[src/rtl/circ_437_pkg.sv]
// Shared definitions for the circ_437 adder/subtractor and its accumulator controller.
package circ_437_pkg;

  localparam int unsigned WIDTH = 4;

  typedef enum logic [1:0] {
    OP_LOAD = 2'b00,
    OP_ADD  = 2'b01,
    OP_SUB  = 2'b10,
    OP_MUL  = 2'b11
  } op_e;

  typedef enum logic [1:0] {
    StIdle = 2'b00,
    StExec = 2'b01,
    StDone = 2'b10
  } state_e;

  // Borrow-ripple decrement; keeps the adder free for the datapath during MUL.
  function automatic logic [WIDTH-1:0] dec(input logic [WIDTH-1:0] v);
    logic             borrow;
    logic [WIDTH-1:0] r;
    borrow = 1'b1;
    for (int i = 0; i < WIDTH; i++) begin
      r[i]   = v[i] ^ borrow;
      borrow = borrow & ~v[i];
    end
    return r;
  endfunction

endpackage

[src/rtl/circ_437.sv]
// 4-bit adder/subtractor: M=0 gives A+B, M=1 gives A+~B+1 (Cout=1 means no borrow).
module circ_437 (
  input  logic [3:0] A,
  input  logic [3:0] B,
  input  logic       M,
  output logic [3:0] S,
  output logic       Cout
);

  logic [3:0] b_eff;
  logic [4:0] sum;

  assign b_eff   = B ^ {4{M}};
  assign sum     = {1'b0, A} + {1'b0, b_eff} + {4'b0000, M};
  assign S       = sum[3:0];
  assign Cout    = sum[4];

endmodule

[src/rtl/acc_seq_437.sv]
// Accumulator controller around circ_437: LOAD/ADD/SUB and repeated-addition MUL
// under a start/ready/done handshake.
module acc_seq_437 #(
  parameter int unsigned WIDTH = 4
) (
  input  logic             clk,
  input  logic             rst,
  input  logic             start,
  input  logic [1:0]       op,
  input  logic [WIDTH-1:0] din,
  output logic             ready,
  output logic             done,
  output logic [WIDTH-1:0] acc,
  output logic             cout,
  output logic             ovf,
  output logic             zero
);

  import circ_437_pkg::*;

  state_e           state_q;
  op_e              op_q;
  logic [WIDTH-1:0] din_q;
  logic [WIDTH-1:0] count_q;
  logic [WIDTH-1:0] mcand_q;
  logic [WIDTH-1:0] acc_q;
  logic             cout_q;
  logic             ovf_q;
  logic             ready_q;
  logic             done_q;

  logic [WIDTH-1:0] add_b;
  logic             add_m;
  logic [WIDTH-1:0] add_s;
  logic             add_c;

  // Adder always driven from registered operands; only consumed in StExec.
  assign add_b = (op_q == OP_MUL) ? mcand_q : din_q;
  assign add_m = (op_q == OP_SUB);

  circ_437 u_adder (
    .A    (acc_q),
    .B    (add_b),
    .M    (add_m),
    .S    (add_s),
    .Cout (add_c)
  );

  always_ff @(posedge clk or posedge rst) begin
    if (rst) begin
      state_q <= StIdle;
      op_q    <= OP_LOAD;
      din_q   <= '0;
      count_q <= '0;
      mcand_q <= '0;
      acc_q   <= '0;
      cout_q  <= 1'b0;
      ovf_q   <= 1'b0;
      ready_q <= 1'b1;
      done_q  <= 1'b0;
    end else begin
      done_q <= 1'b0;
      unique case (state_q)
        StIdle: begin
          if (start) begin
            op_q    <= op_e'(op);
            din_q   <= din;
            state_q <= StExec;
            ready_q <= 1'b0;
            if (op == OP_MUL) begin
              mcand_q <= acc_q;
              count_q <= din;
              acc_q   <= '0;
              cout_q  <= 1'b0;
            end
          end
        end
        StExec: begin
          state_q <= StDone;
          done_q  <= 1'b1;
          unique case (op_q)
            OP_LOAD: begin
              acc_q  <= din_q;
              cout_q <= 1'b0;
              ovf_q  <= 1'b0;
            end
            OP_ADD: begin
              acc_q  <= add_s;
              cout_q <= add_c;
              ovf_q  <= (acc_q[WIDTH-1] == din_q[WIDTH-1]) &&
                        (add_s[WIDTH-1] != acc_q[WIDTH-1]);
            end
            OP_SUB: begin
              acc_q  <= add_s;
              cout_q <= add_c;
              ovf_q  <= (acc_q[WIDTH-1] != din_q[WIDTH-1]) &&
                        (add_s[WIDTH-1] != acc_q[WIDTH-1]);
            end
            OP_MUL: begin
              if (count_q != '0) begin
                acc_q   <= add_s;
                cout_q  <= cout_q | add_c;
                count_q <= dec(count_q);
                if (count_q != WIDTH'(1)) begin
                  state_q <= StExec;
                  done_q  <= 1'b0;
                end else begin
                  ovf_q <= cout_q | add_c;
                end
              end else begin
                ovf_q <= cout_q;
              end
            end
            default: ;
          endcase
        end
        StDone: begin
          state_q <= StIdle;
          ready_q <= 1'b1;
        end
        default: begin
          state_q <= StIdle;
          ready_q <= 1'b1;
        end
      endcase
    end
  end

  assign ready = ready_q;
  assign done  = done_q;
  assign acc   = acc_q;
  assign cout  = cout_q;
  assign ovf   = ovf_q;
  assign zero  = (acc_q == '0);

endmodule

[config.mk]
export PLATFORM = sky130hd
export DESIGN_NAME = acc_seq_437
export DESIGN_NICKNAME = d
export VERILOG_FILES = /design/src/rtl/circ_437_pkg.sv /design/src/rtl/circ_437.sv /design/src/rtl/acc_seq_437.sv
export SDC_FILE = /design/constraint.sdc
export NUM_CORES = 1
export LEC_CHECK = 0
export BUFFER_PORTS_ARGS = -buffer_cell sky130_fd_sc_hd__buf_4
export CORE_ASPECT_RATIO = 0.7
export CORE_MARGIN = 3
export CORE_UTILIZATION = 45
export DETAILED_ROUTE_END_ITERATION = 6
export PLACE_DENSITY_LB_ADDON = 0.08
export SLEW_MARGIN = 10
export SYNTH_ARGS = -nofsm -noshare
export SYNTH_HDL_FRONTEND = slang
export SYNTH_SLANG_ARGS = --single-unit
export TNS_END_PERCENT = 30
[constraint.sdc]
create_clock -name clk -period 4.14 [get_ports clk]
set_input_delay 0.207 -clock clk [delete_from_list [all_inputs] [get_ports clk]]
set_output_delay 0.207 -clock clk [all_outputs]
set_load 0.01 [all_outputs]
* Word-level counts from Yosys, hierarchy flattened
Cells that the tools add are included.
** Operators by class
- Add/sub/neg operators :: 2
- Equal/unequal tests :: 15
- Muxes and demuxes :: 30
- Bitwise gates (word level) :: 11
- Reductions and logical operators :: 14
** Operator list (count)
- $mux W4 :: 8
- $pmux W4 S2 :: 2
- $pmux W4 S3 :: 1
- $mux W1 :: 10
- $mux W2 :: 4
- $ne A2 B2 Y1 const B :: 4
- $eq A2 B2 Y1 const B :: 3
- $ne A3 B3 Y1 const B :: 2
- $reduce_and A2 Y1 :: 3
- $add A4 B4 Y5 :: 1
- $add A5 B1 Y5 :: 1
- $reduce_and A5 Y1 :: 1
- $eq A2 B1 Y1 const B :: 2
- $logic_not A2 Y1 :: 2
- $logic_not A4 Y1 :: 1
- $ne A4 B1 Y1 const B :: 1
- $not A1 Y1 :: 4
- $pmux W1 S2 :: 2
- $pmux W1 S4 :: 1
- $pmux W2 S2 :: 1
- $reduce_and A4 Y1 :: 1
- $reduce_bool A4 Y1 :: 1
- $xor A4 B4 Y4 :: 1
- $pmux W1 S3 :: 1
- 9 further kinds :: 14
** Word-level totals
- Register bits :: 24
- Input bits :: 9
- Output and inout port bits :: 9
- Word-level logic and storage cells :: 82

* Depth between registers and ports, before layout
Gate-level depths: netlist of run 1.
- Depth in word-level cells :: 9
- Mapped depth :: 12
- Gate-level depth less buffers :: 11

* Modules after synthesis
From an unflattened synthesis of run 1, not the netlist that was laid out.
** Unflattened totals
- Cells, all modules :: 137
- Area, all modules :: 1417.6 um2
** By module, submodules not included
- acc_seq_437 :: instances 1, cells an instance 117, area each 1237.4 um2, seq. area each 601.8 um2
- circ_437 :: instances 1, cells an instance 20, area each 180.2 um2, seq. area each 0.0 um2

* Worst setup path before layout of run 1
No wires, ideal clock.
- Path type :: reg-to-reg
- Start :: register op_q[1]
- End :: register ovf_q, in the netlist ovf
- Library setup time :: 82 ps
- Data arrival time :: 2183 ps
- Data required time :: 4058 ps
- Path slack :: 1875 ps
- Stages on the path, launching flop included :: 13
- Path buffers :: 1
- Clock period less this slack :: 2265 ps
- Cell sequence :: dfrtp_1 -> ha_1 -> buf_2 -> mux2i_1 -> xnor2_1 -> inv_1 -> fa_1 -> nor2b_1 -> o21a_1 -> nor2_1 -> nor2_1 -> o21ai_0 -> a31oi_1
** Between the ends
- Cells in the longest elaborated chain, start to end :: 9
- Elaborated cells between the ends (all ways) :: 17
- Classes of those cells :: 2 x add/sub; 5 x eq/ne; 4 x mux; 2 x bitwise; 4 x reduce/logical
** RTL lines
- from (decl) :: line acc_seq_437.sv:22 : op_e op_q;
- from (signal assigned) :: line acc_seq_437.sv:66 : op_q <= op_e'(op);
- $eq A2 B2 Y1 :: line acc_seq_437.sv:38, acc_seq_437.sv:81
- $mux W4 :: line acc_seq_437.sv:38 : assign add_b = (op_q == OP_MUL) ? mcand_q : din_q;
- $xor A4 B4 Y4 :: line circ_437.sv:13 : assign b_eff = B ^ {4{M}};
- $add A4 B4 Y5 :: line circ_437.sv:14 : assign sum = {1'b0, A} + {1'b0, b_eff} + {4'b0000, M};
- $add A5 B1 Y5 :: line circ_437.sv:14
- $or A1 B1 Y1 :: line acc_seq_437.sv:108 : ovf_q <= cout_q | add_c;
- $mux W1 :: line acc_seq_437.sv:104 : if (count_q != WIDTH'(1)) begin
- $mux W1 :: line acc_seq_437.sv:100 : if (count_q != '0) begin
- $pmux W1 S4 :: line acc_seq_437.sv:81 : unique case (op_q)
- to (signal assigned) :: line acc_seq_437.sv:90 : ovf_q <= (acc_q[WIDTH-1] == din_q[WIDTH-1]) &&
- to (signal assigned) :: line acc_seq_437.sv:108
- to (signal assigned) :: line acc_seq_437.sv:111 : ovf_q <= cout_q;
- to (decl) :: line acc_seq_437.sv:28 : logic ovf_q;
Parallel ways exist; a longest one is shown, timed or not. The select of a mux whose other input is x is not followed.
A chain may end at the register's enable or synchronous reset.

* Worst setup path in the final report of run 1
Ends and elaborated chain as after synthesis.

==> results.md, run 1 <==
- Measured along the x axis, the die boundary spans ~73 microns.
- The buffer levels on the longest clock path is 2.
- For this run, the leading register cell type out of synthesis is dfrtp_1.
- The startpoint kind of the worst setup timing path is a flop.
- The library cell used as clock root buffer is clkbuf_8.
- The share of final-layout standard cells stronger than drive strength 1 is around 17%.
- The count of hold-fix buffers inserted at cts is 0.
- Setup violations remaining at the end of the flow were counted as 0.
- The area growth from synthesis to layout is 14.1%.
- The floorplan has 16 rows.
- The transition time at the pin with the least slew margin is a little over 900 ps.
- The die covers around 3900 sq um.
- The first routing iteration left 95 violations.
- The aggregate global-route resource usage is 18.3%.
- The register bit total from synthesis is 24.
- After synthesis, the share of flip-flops with an asynchronous set or reset is between 90% and 100%.
- The antenna diode count is 0.
- The final-report max-slew violation count is 0.
- The share of the yosys chip area belonging to registers is a little over two fifths.
- In this run, synthesis inferred 0 flip-flops with an integrated enable.
- The share of the clock period used by the worst path is between 60% and 70%.
- The worst clock skew on the final layout is 10.5 ps.
- The flow ran to the end, and the final reports show no timing, DRC or antenna violations.
- The residual DRC count is 0.
- The number of antenna violations at the first check in global routing came to 0.
- The total CTS buffers is 3.
- The critical path class is reg2reg.
- The clock transition time at the flip-flop clock pins of the worst setup and hold paths is roughly 90 ps.
- The CTS tree is yes.
- At the later pin of the worst-skew pair, clock insertion delay measures approximately 270 ps.
- In the final design database the tool counted roughly 190 nets.
- Ranked by total cell area, the synthesized netlist is headed by dfrtp_1 41%, ha_1 7.9%, o21ai_0 6.4%, nand2_1 5.8%, mux2i_1 4.9%.
- The cell accounting for the most synthesized area is dfrtp_1.
- The count of instances resized after the clock tree is built is 0.
- Summed over all layers, the routed wires come to roughly 3.1 mm.
- Yosys mapped the design onto 37 distinct sky130hd cell types.
- The type of the tightest min-delay check is in2async.
- The area of the mapped netlist is roughly 1400 sq um.
- Counting instances in the post-synthesis netlist gives the leading cell types as 23 x dfrtp_1, 22 x nand2_1, 18 x o21ai_0.
- met2 is the most crowded layer.
- Counting every instance in the synthesized netlist gives ~150.
- The via count of the first global-routing pass is around 1100.
- The die height is between 50 and 60 microns.
- The routability congestion estimate is between 0.8 and 0.9.
- Global routing finished with a remaining overflow of 0.
- The mean cell area of the mapped netlist is around 9.3 sq um.
- In the global route stage, met2 resource usage came out at 28.2%.
- Summed over its instances, the top area cell type makes up between 40% and 50% of the synthesized netlist area.
- The critical-path maximum fanout is 13.
- After filler insertion, the fill cell instance count of the layout stands at about 270.
- The Yosys step of the flow raised 0 warnings.
- The post-route setup TNS is 0 ps.
- The worst setup path is captured at a flop.
- Summed over all nets, the half-perimeter wirelength after detailed placement is 2.42 mm.
- The leakage power figure is 0.000752 uW.
- The most used standard cell by instance count after synthesis is dfrtp_1.
- For this run, the top clock speed supported by timing is 384 MHz.
- When the netlist entered floorplanning its net count stood at roughly 170.
- The core region is ~2900 sq um.
- After detailed routing, the number of vias per cell comes to 5.47.
- The worst hold slack is roughly 140 ps.
- For this design the top-level I/O count stands at 18.
- The power per unit of standard cell area is between 800 and 900 nW/um^2.
- The minimum clock period is roughly 2600 ps.
- In this run the tool buffered the top-level ports with 17 buffer cells.
- Buffers added to address setup during post-CTS repair amount to 0.
- The required time at the worst-slack endpoint is approximately 4300 ps.
- The worst slew margin relative to its limit is between 30% and 40%.
- The via count is about 1100.
- The pin count of the biggest net entering global routing is 25.
- The wire length of the first global-routing pass is approximately 5.4 mm.
- The cell total after placement is 200.
- Setup repair after global routing left no endpoint under its margin.
- IR analysis of the VDD net gives a maximum drop of 293 uV.
- The count of nets left with antenna violations once routing finished came out at 0.
- The number of failing hold endpoints at the final stage is 0.
- The wire length per cell is 15.4 microns.
- The count of clock tree sinks is 24.
- Before antenna repair, the detailed router went through 4 iterations.
- The met3 demand-to-capacity share in global routing is between 4 and 5%.
- The number of levels in the clock H-tree is 1.
- Excluding fillers, the count of instances in the completed layout stands at 204.
- Data arrives at the worst endpoint at ~2800 ps.
- For this run, global-route usage on met1 was measured as around 25%.
- The effective utilization at floorplan is between 40 and 50%.
- The tool flagged a number of max-cap violations equal to 0.
-- kinds of logic after synthesis --
group	Yosys count	synth area share, %
AND/OR/NAND/NOR	48	15.9
AO/OA/AOI/OAI	36	15.1
flip-flops	24	42.5
buffers and inverters	16	4.41
multiplexers	13	9.71
adder cells (fa/ha/maj)	10	9.36
XOR/XNOR	5	3.09
-- layer usage --
metal | share of wire, % | up-vias
met1 | 50 | 534
met2 | 43 | 24
met3 | 6.1 | 3
li1 | - | 555
met4 | 0.67 | 0
met5 | 0 | -
-- path summary, 6_finish.rpt --
check / from / endpoint / slack, ps / depth (start not counted)
setup / recovery: op_q[1] / ovf / 1540 / 11
hold / removal: rst / ovf / 140 / 2
setup reg to reg: op_q[1] / ovf / 1540 / 11
hold reg to reg: ready / ready / 500 / 2
max in group asynchronous: rst / count_q[1] / 3420 / 2
min in group clk: op[0] / op_q[0] / 140 / 3
-- state kept, by name, indices dropped and copies added (netlist names) --
register,cells
op_q,2
ready,1
din_q,4
count_q,4
done,1
ovf,1
state_q,2
mcand_q,4
cout,1
acc,4
-- metrics by stage --
step	power (uW)	cell area, sq um	setup slack, ps	utilization, %
after floorplan	1030	1420	1870	-
after global placement	1230	1570	1670	54.2
after detailed placement	1260	1570	1560	54.2
after CTS	1410	1620	1530	55.7
after global routing	1540	1620	1300	55.7
final	1400	1620	1540	55.7
-- layout by cell type, fill, tap and decap left out, types with 2 or more instances in the layout --
master and n:
dfrtp_1 23, nand2_1 22, o21ai_0 18, buf_4 18
inv_1 10, nor2_1 10, ha_1 9, mux2i_1 7
mux2_2 6, a21oi_1 4, nor2b_1 3, xnor2_1 3
clkbuf_8 3, nor3b_1 2, and2_1 2, nand2b_1 2
o211ai_1 2, nand3_1 2, o21bai_1 2, xor2_1 2
-- layout make-up --
type	count	area (sq um)	share of cell area (%)
Multi-Input combinational cell	112	753	46.6
Sequential cell	24	602	37.2
Timing Repair Buffer	18	135	8.35
Clock buffer	4	45.0	2.78
Tap cell	36	45.0	2.78
Inverter	10	37.5	2.32
-- power breakdown --
group          switching, uW  internal, uW  leakage (uW)
registers                110           346      0.000297
clock network           75.6          68.9     0.0000228
logic                    428           368      0.000432
total                    614           782      0.000752
-- worst max-delay path: stages (launching register included) --
cell     delay, ps
dfrtp_1        400
ha_1           520
mux2i_1        280
xnor2_1        160
inv_1           90
fa_1           400
nor2b_1        170
o21a_1         130
nor2_1          50
nor2_1          70
o21ai_0         70
a31oi_1        190
No activity file was read; power rests on OpenSTA's default activity.
==> run 2: changes to the inputs <==
Clock period 4.14 ns to 2.73 ns, I/O delays scaled along.
==> results.md, run 2 (synthesis gave the netlist of run 1 again) <==
- Result of the run: finished, final reports clean (unchanged).
- The fraction of the core area covered by cells at the end of the flow is 56.6% (was 55.7%).
- The register-to-register setup slack came to 360 ps (was 1540 ps).
- The data arrival time of the worst path is 2570 ps (was 2800 ps).
- The iteration count of the initial detailed-routing pass came to 4 (unchanged).
- The aggregate global-route resource usage is 19.3% (was 18.3%).
- The startpoint kind of the worst setup timing path is a flop (unchanged).
- The die footprint is 3870 sq um (unchanged).
- The final-report max-slew violation count was 0 (unchanged).
- The worst clock skew on the final layout is 1.79 ps (was 10.5 ps).
- The residual DRC count is 0 (unchanged).
- The total setup violations reported at the end of the flow is 0 (unchanged).
- The worst slew margin relative to its limit is 37.7% (about the same).
- The power per unit of standard cell area is 1320 nW/um^2 (was 863 nW/um^2).
- The via count of the first global-routing pass is 1144 (was 1126).
- The count of hold-fix buffers inserted at cts is 0 (unchanged).
- The wire length per cell is 15.5 microns (was 15.4 microns).
- The number of fill cells is 264 (was 269).
- The total core area is 2900 sq um (unchanged).
- The pin count of the biggest net entering global routing is 25 (unchanged).
- The required time at the worst-slack endpoint is 2930 ps (was 4340 ps).
- RSZ-0062 raised after global routing: no (unchanged).
- The share of final-layout standard cells stronger than drive strength 1 came to 18.8% (was 17.3%).
- The number of nets at the end of the flow is 190 (was 188).
- The wire length of the first global-routing pass is 5.58 mm (was 5.35 mm).
- The total half-perimeter wirelength after legalization and detailed placement is 2.48 mm (was 2.42 mm).
- The post-detailed-routing wire length is 3.19 mm (was 3.14 mm).
- The leakage power figure is 0.000768 uW (was 0.000752 uW).
- The count of buffers from port buffering is 17 (unchanged).
- The total CTS buffers is 3 (unchanged).
- The sum of overflow across all layers after global routing is 0 (unchanged).
- The cell depth of the worst flop-to-flop path is 11 (unchanged).
- The share of the clock period used by the worst path is 86.8% (was 62.8%).
- The antenna diode count is 0 (unchanged).
- The startpoint of the lowest-slack register-to-register path is op_q[1] (unchanged).
- The die span in x is 73.1 microns (unchanged).
- The number of antenna violations at the first check in global routing is 0 (unchanged).
- The effective utilization at floorplan is 48.8% (unchanged).
- The number of failing hold endpoints at the final stage was 0 (unchanged).
- The number of antenna-violating nets in the routed design is 0 (unchanged).
- The per-cell via count in the routed design is 5.52 (was 5.47).
- The post-route setup TNS is 0 ps (unchanged).
- The library cell used as clock root buffer was clkbuf_8 (unchanged).
- The leading cell type in the layout, fill and taps excluded is dfrtp_1 (unchanged).
- The number of rows in the core area is 16 (unchanged).
- The buffer levels on the longest clock path is 2 (unchanged).
- The maximum frequency from static timing analysis is 422 MHz (was 384 MHz).
- The largest voltage drop on the vdd net is 522 uV (was 293 uV).
- The growth of design area from synthesis to finish is 15.9% (was 14.1%).
- The routability congestion estimate is 0.881 (was 0.836).
- The CTS tree is yes (unchanged).
- The die height is 53.0 microns (unchanged).
- The number of levels in the clock H-tree is 1 (unchanged).
- The capture instance of the worst register-to-register path is ovf (unchanged).
- The transition time at the pin with the least slew margin is 933 ps (about the same).
- The type of the tightest min-delay check is in2async (unchanged).
- The critical-path maximum fanout is 7 (was 13).
- The count of clock tree sinks is 24 (unchanged).
- The element type at the critical path end is a flop (unchanged).
- The clock transition time at the flip-flop clock pins of the worst setup and hold paths is 90 ps (about the same).
- The critical path class is reg2reg (unchanged).
- The via count was 1138 (was 1116).
- The number of setup buffers added after CTS was 0 (unchanged).
- The total of max-cap violations is 0 (unchanged).
- The minimum clock period came to 2370 ps (was 2600 ps).
- The initial DRC count is 60 (was 95).
- Commonest cells after routing, fill and taps aside: 23 x dfrtp_1, 22 x nand2_1, 20 x buf_4 (was 23 x dfrtp_1, 22 x nand2_1, 18 x o21ai_0, 18 x buf_4).
- The clock insertion delay at the later pin of the skew report was 270 ps (about the same).
- The count of instances resized after the clock tree is built is 0 (unchanged).
- The top-level port count is 18 (unchanged).
[run 2: changes by cell type in the layout (fill, tap and decap cells not counted), sizes merged]
| cell | previous run | this run |
|---|---|---|
| buf | 18 | 20 |
[run 2: worst max-delay path, cell delays in order, from the launching register on]
cell and delay, ps:
dfrtp_1 390, ha_1 350, mux2i_1 250, xnor2_1 170
inv_1 90, fa_1 410, nor2b_1 160, o21a_1 120
nor2_1 50, nor2_1 70, o21ai_0 70, a31oi_1 150
[run 2: per-stage QoR]
stage	std cells	worst slack (ps)	total power [uW]	hold WS [ps]	cell area (sq um)
finish	206	361	2170	76.1	1640
detailed placement	202	375	1930	360	1590
global placement	202	433	1890	358	1590
CTS	206	346	2180	82.3	1640
global route	206	114	2400	103	1640
floorplan	152	465	1560	150	1420
[run 2: where the power goes]
group | total [uW] | switching (uW) | leakage (uW) | internal, uW
registers | 689 | 165 | 0.000297 | 524
logic | 1240 | 664 | 0.000442 | 574
clock network | 244 | 115 | 0.0000288 | 129
total | 2170 | 945 | 0.000768 | 1230
[run 2: cell type report]
cell class	count	area [sq um]	share of cell area [%]
Inverter	10	37.5	2.28
Tap cell	36	45.0	2.74
Multi-Input combinational cell	112	753	45.8
Sequential cell	24	602	36.6
Timing Repair Buffer	20	150	9.14
Clock buffer	4	55.1	3.35
[run 2: worst max path at each step]
stage             from  endpoint  slack [ps]  cells after the start
2_1_floorplan  op_q[1]       ovf         460                     12
3_3_place_gp   op_q[1]       ovf         430                     11
3_5_place_dp   op_q[1]       ovf         380                     11
4_1_cts        op_q[1]       ovf         350                     11
5_1_grt        op_q[1]       ovf         110                     11
6_report       op_q[1]       ovf         360                     11
[run 2: metal layers]
| layer | wire (microns) | GRT usage [%] | part of all wire, % |
|---|---|---|---|
| met1 | 1680 | 29.5 | 53 |
| met2 | 1350 | 28.2 | 42 |
| met3 | 144 | 4.36 | 4.5 |
| met4 | 13 | 1.84 | 0.41 |
| met5 | 0 | 0 | 0 |
==> run 3: changes to the inputs <==
Settings changed: RECOVER_POWER from default to 50.
==> results.md, run 3 (synthesis gave the netlist of run 1 again) <==
- Result of the run: finished, final reports clean (unchanged).
- The top metal layer carrying routed signals is met4 (unchanged).
- The via count came to 1137 (was 1138).
- RSZ-0062 raised after global routing: no (unchanged).
- The final critical-path setup slack is 360 ps (was 361 ps).
- The count of instances resized after the clock tree is built is 0 (unchanged).
- The final-report max-slew violation count was 0 (unchanged).
- The worst hold slack was 77.3 ps (was 76.1 ps).
- The effective utilization at floorplan was 48.8% (unchanged).
- The count of buffers from port buffering is 17 (unchanged).
- The post-route setup TNS came to 0 ps (unchanged).
- The critical-path maximum fanout is 7 (unchanged).
- The number of failing hold endpoints at the final stage came to 0 (unchanged).
- The leading cell type in the layout, fill and taps excluded was dfrtp_1 (unchanged).
- The total length of routed met2 wires is 1.34 mm (was 1.35 mm).
- The total of max-cap violations is 0 (unchanged).
- The total setup violations reported at the end of the flow is 0 (unchanged).
- The sum of overflow across all layers after global routing is 0 (unchanged).
- The routability congestion estimate is 0.881 (unchanged).
- The startpoint of the lowest-slack register-to-register path is op_q[1] (unchanged).
- The instance area after placement is 1590 sq um (unchanged).
- The total core area came to 2900 sq um (unchanged).
- The share of final-layout standard cells stronger than drive strength 1 is 16.5% (was 18.8%).
- The number of rows in the core area is 16 (unchanged).
- The element type at the critical path end is a flop (unchanged).
- The transition time at the pin with the least slew margin was 935 ps (was 933 ps).
- The clock transition time at the flip-flop clock pins of the worst setup and hold paths is 90 ps (about the same).
- The required time at the worst-slack endpoint was 2930 ps (about the same).
- The via count of the first global-routing pass came to 1144 (unchanged).
- The total half-perimeter wirelength after legalization and detailed placement was 2.48 mm (unchanged).
- The final non-filler cell total is 206 (unchanged).
- The pin count of the biggest net entering global routing is 25 (unchanged).
- The minimum clock period was 2370 ps (about the same).
- The leakage power figure was 0.000752 uW (was 0.000768 uW).
- The number of antenna violations at the first check in global routing came to 0 (unchanged).
- The worst clock skew on the final layout is 1.96 ps (was 1.79 ps).
- The largest voltage drop on the vdd net was 522 uV (about the same).
- The die footprint is 3870 sq um (unchanged).
- The largest stage delay on the critical path is 410 ps (about the same).
- The count of hold-fix buffers inserted at cts is 0 (unchanged).
- The power per unit of standard cell area is 1320 nW/um^2 (about the same).
- The worst setup timing slack at the placement stage is 375 ps (unchanged).
- The number of levels in the clock H-tree is 1 (unchanged).
- The antenna diode count came to 0 (unchanged).
- The met3 wire length is 131 microns (was 144 microns).
- The type of the tightest min-delay check is in2async (unchanged).
- The buffer levels on the longest clock path was 2 (unchanged).
- The worst slew margin relative to its limit is 37.6% (was 37.7%).
- The wire length of the first global-routing pass is 5.58 mm (unchanged).
- The number of setup buffers added after CTS is 0 (unchanged).
- The wire length per cell is 15.5 microns (about the same).
- The CTS tree is yes (unchanged).
- The per-cell via count in the routed design is 5.52 (about the same).
- The aggregate global-route resource usage is 19.3% (unchanged).
- The total non-filler cell area in the finished layout is 1630 sq um (was 1640 sq um).
- The cell total after placement is 202 (unchanged).
- The number of nets at the end of the flow is 190 (unchanged).
- The area taken by flip-flops and latches is 602 sq um (unchanged).
- The maximum frequency from static timing analysis came to 422 MHz (about the same).
- The post-detailed-routing wire length is 3.19 mm (about the same).
- The residual DRC count came to 0 (unchanged).
- The startpoint kind of the worst setup timing path is a flop (unchanged).
- The number of antenna-violating nets in the routed design was 0 (unchanged).
- The area of the multi-input gates is 753 sq um (unchanged).
- List of cells traversed by the critical path: ha_1, mux2i_1, xnor2_1, inv_1, fa_1, nor2b_1, o21a_1, nor2_1, nor2_1, o21ai_0, a31oi_1 (unchanged).
- The count of clock tree sinks was 24 (unchanged).
- The critical path class was reg2reg (unchanged).
- The number of fill cells was 271 (was 264).
- The die span in x came to 73.1 microns (unchanged).
- The cell with the biggest individual delay on the critical path is fa_1 (unchanged).
- The cell repeated most along the worst path was nor2_1 (unchanged).
- The detailed-routing wirelength on met1 was 1.71 mm (was 1.68 mm).
- Commonest cells after routing, fill and taps aside: 23 x dfrtp_1, 22 x nand2_1, 18 x o21ai_0 (was 23 x dfrtp_1, 22 x nand2_1, 20 x buf_4).
- The data arrival time of the worst path is 2570 ps (about the same).
- The launch point of the worst path is op_q[1] (unchanged).
- The die height is 53.0 microns (unchanged).
- The library cell used as clock root buffer was clkbuf_8 (unchanged).
- The iteration count of the initial detailed-routing pass is 4 (unchanged).
- The share of the clock period used by the worst path was 86.8% (about the same).
- The total CTS buffers is 3 (unchanged).
- The clock insertion delay at the later pin of the skew report is 270 ps (about the same).
- The growth of design area from synthesis to finish is 14.8% (was 15.9%).
- The initial DRC count came to 62 (was 60).
- The top-level port count was 18 (unchanged).
run 3: layer usage:
layer	GRT usage (%)	vias up
met5	0	-
met4	1.84	0
met3	4.36	2
met2	28.2	23
met1	29.5	555
li1	-	557
run 3: per-stage QoR:
step           power, uW  utilization (%)
2_1_floorplan       1560                -
3_3_place_gp        1890             54.7
3_5_place_dp        1930             54.7
4_1_cts             2180             56.6
5_1_grt             2380             56.1
6_report            2150             56.1
run 3: worst paths after layout:
check                             end  slack, ps  cells after the start
max reg2reg                       ovf        360                     11
min in group clk              op_q[0]         80                      3
min reg2reg                     ready        490                      2
max in group asynchronous  count_q[1]       2080                      2
min                        mcand_q[3]         80                      2
max                               ovf        360                     11
run 3: critical path: cells and delay by family, from the launching register on:
family | cells | cell delay [ps]
mux | 1 | 250
flops | 1 | 390
compound gates | 3 | 340
simple gates | 3 | 280
fa+ha+maj | 2 | 760
buf+inv | 1 | 90
xor+xnor | 1 | 170
run 3: where the power goes:
part	internal, uW	total (uW)	switching (uW)	leakage [uW]
registers	524	688	164	0.000297
clock network	129	244	116	0.0000288
logic	555	1220	665	0.000426
run 3: area by class of cell:
type                            count  share of cell area (%)
Sequential cell                    24                    37.0
Inverter                           10                    2.31
Multi-Input combinational cell    112                    46.3
Timing Repair Buffer               20                    8.30
Tap cell                           36                    2.77
Clock buffer                        4                    3.38
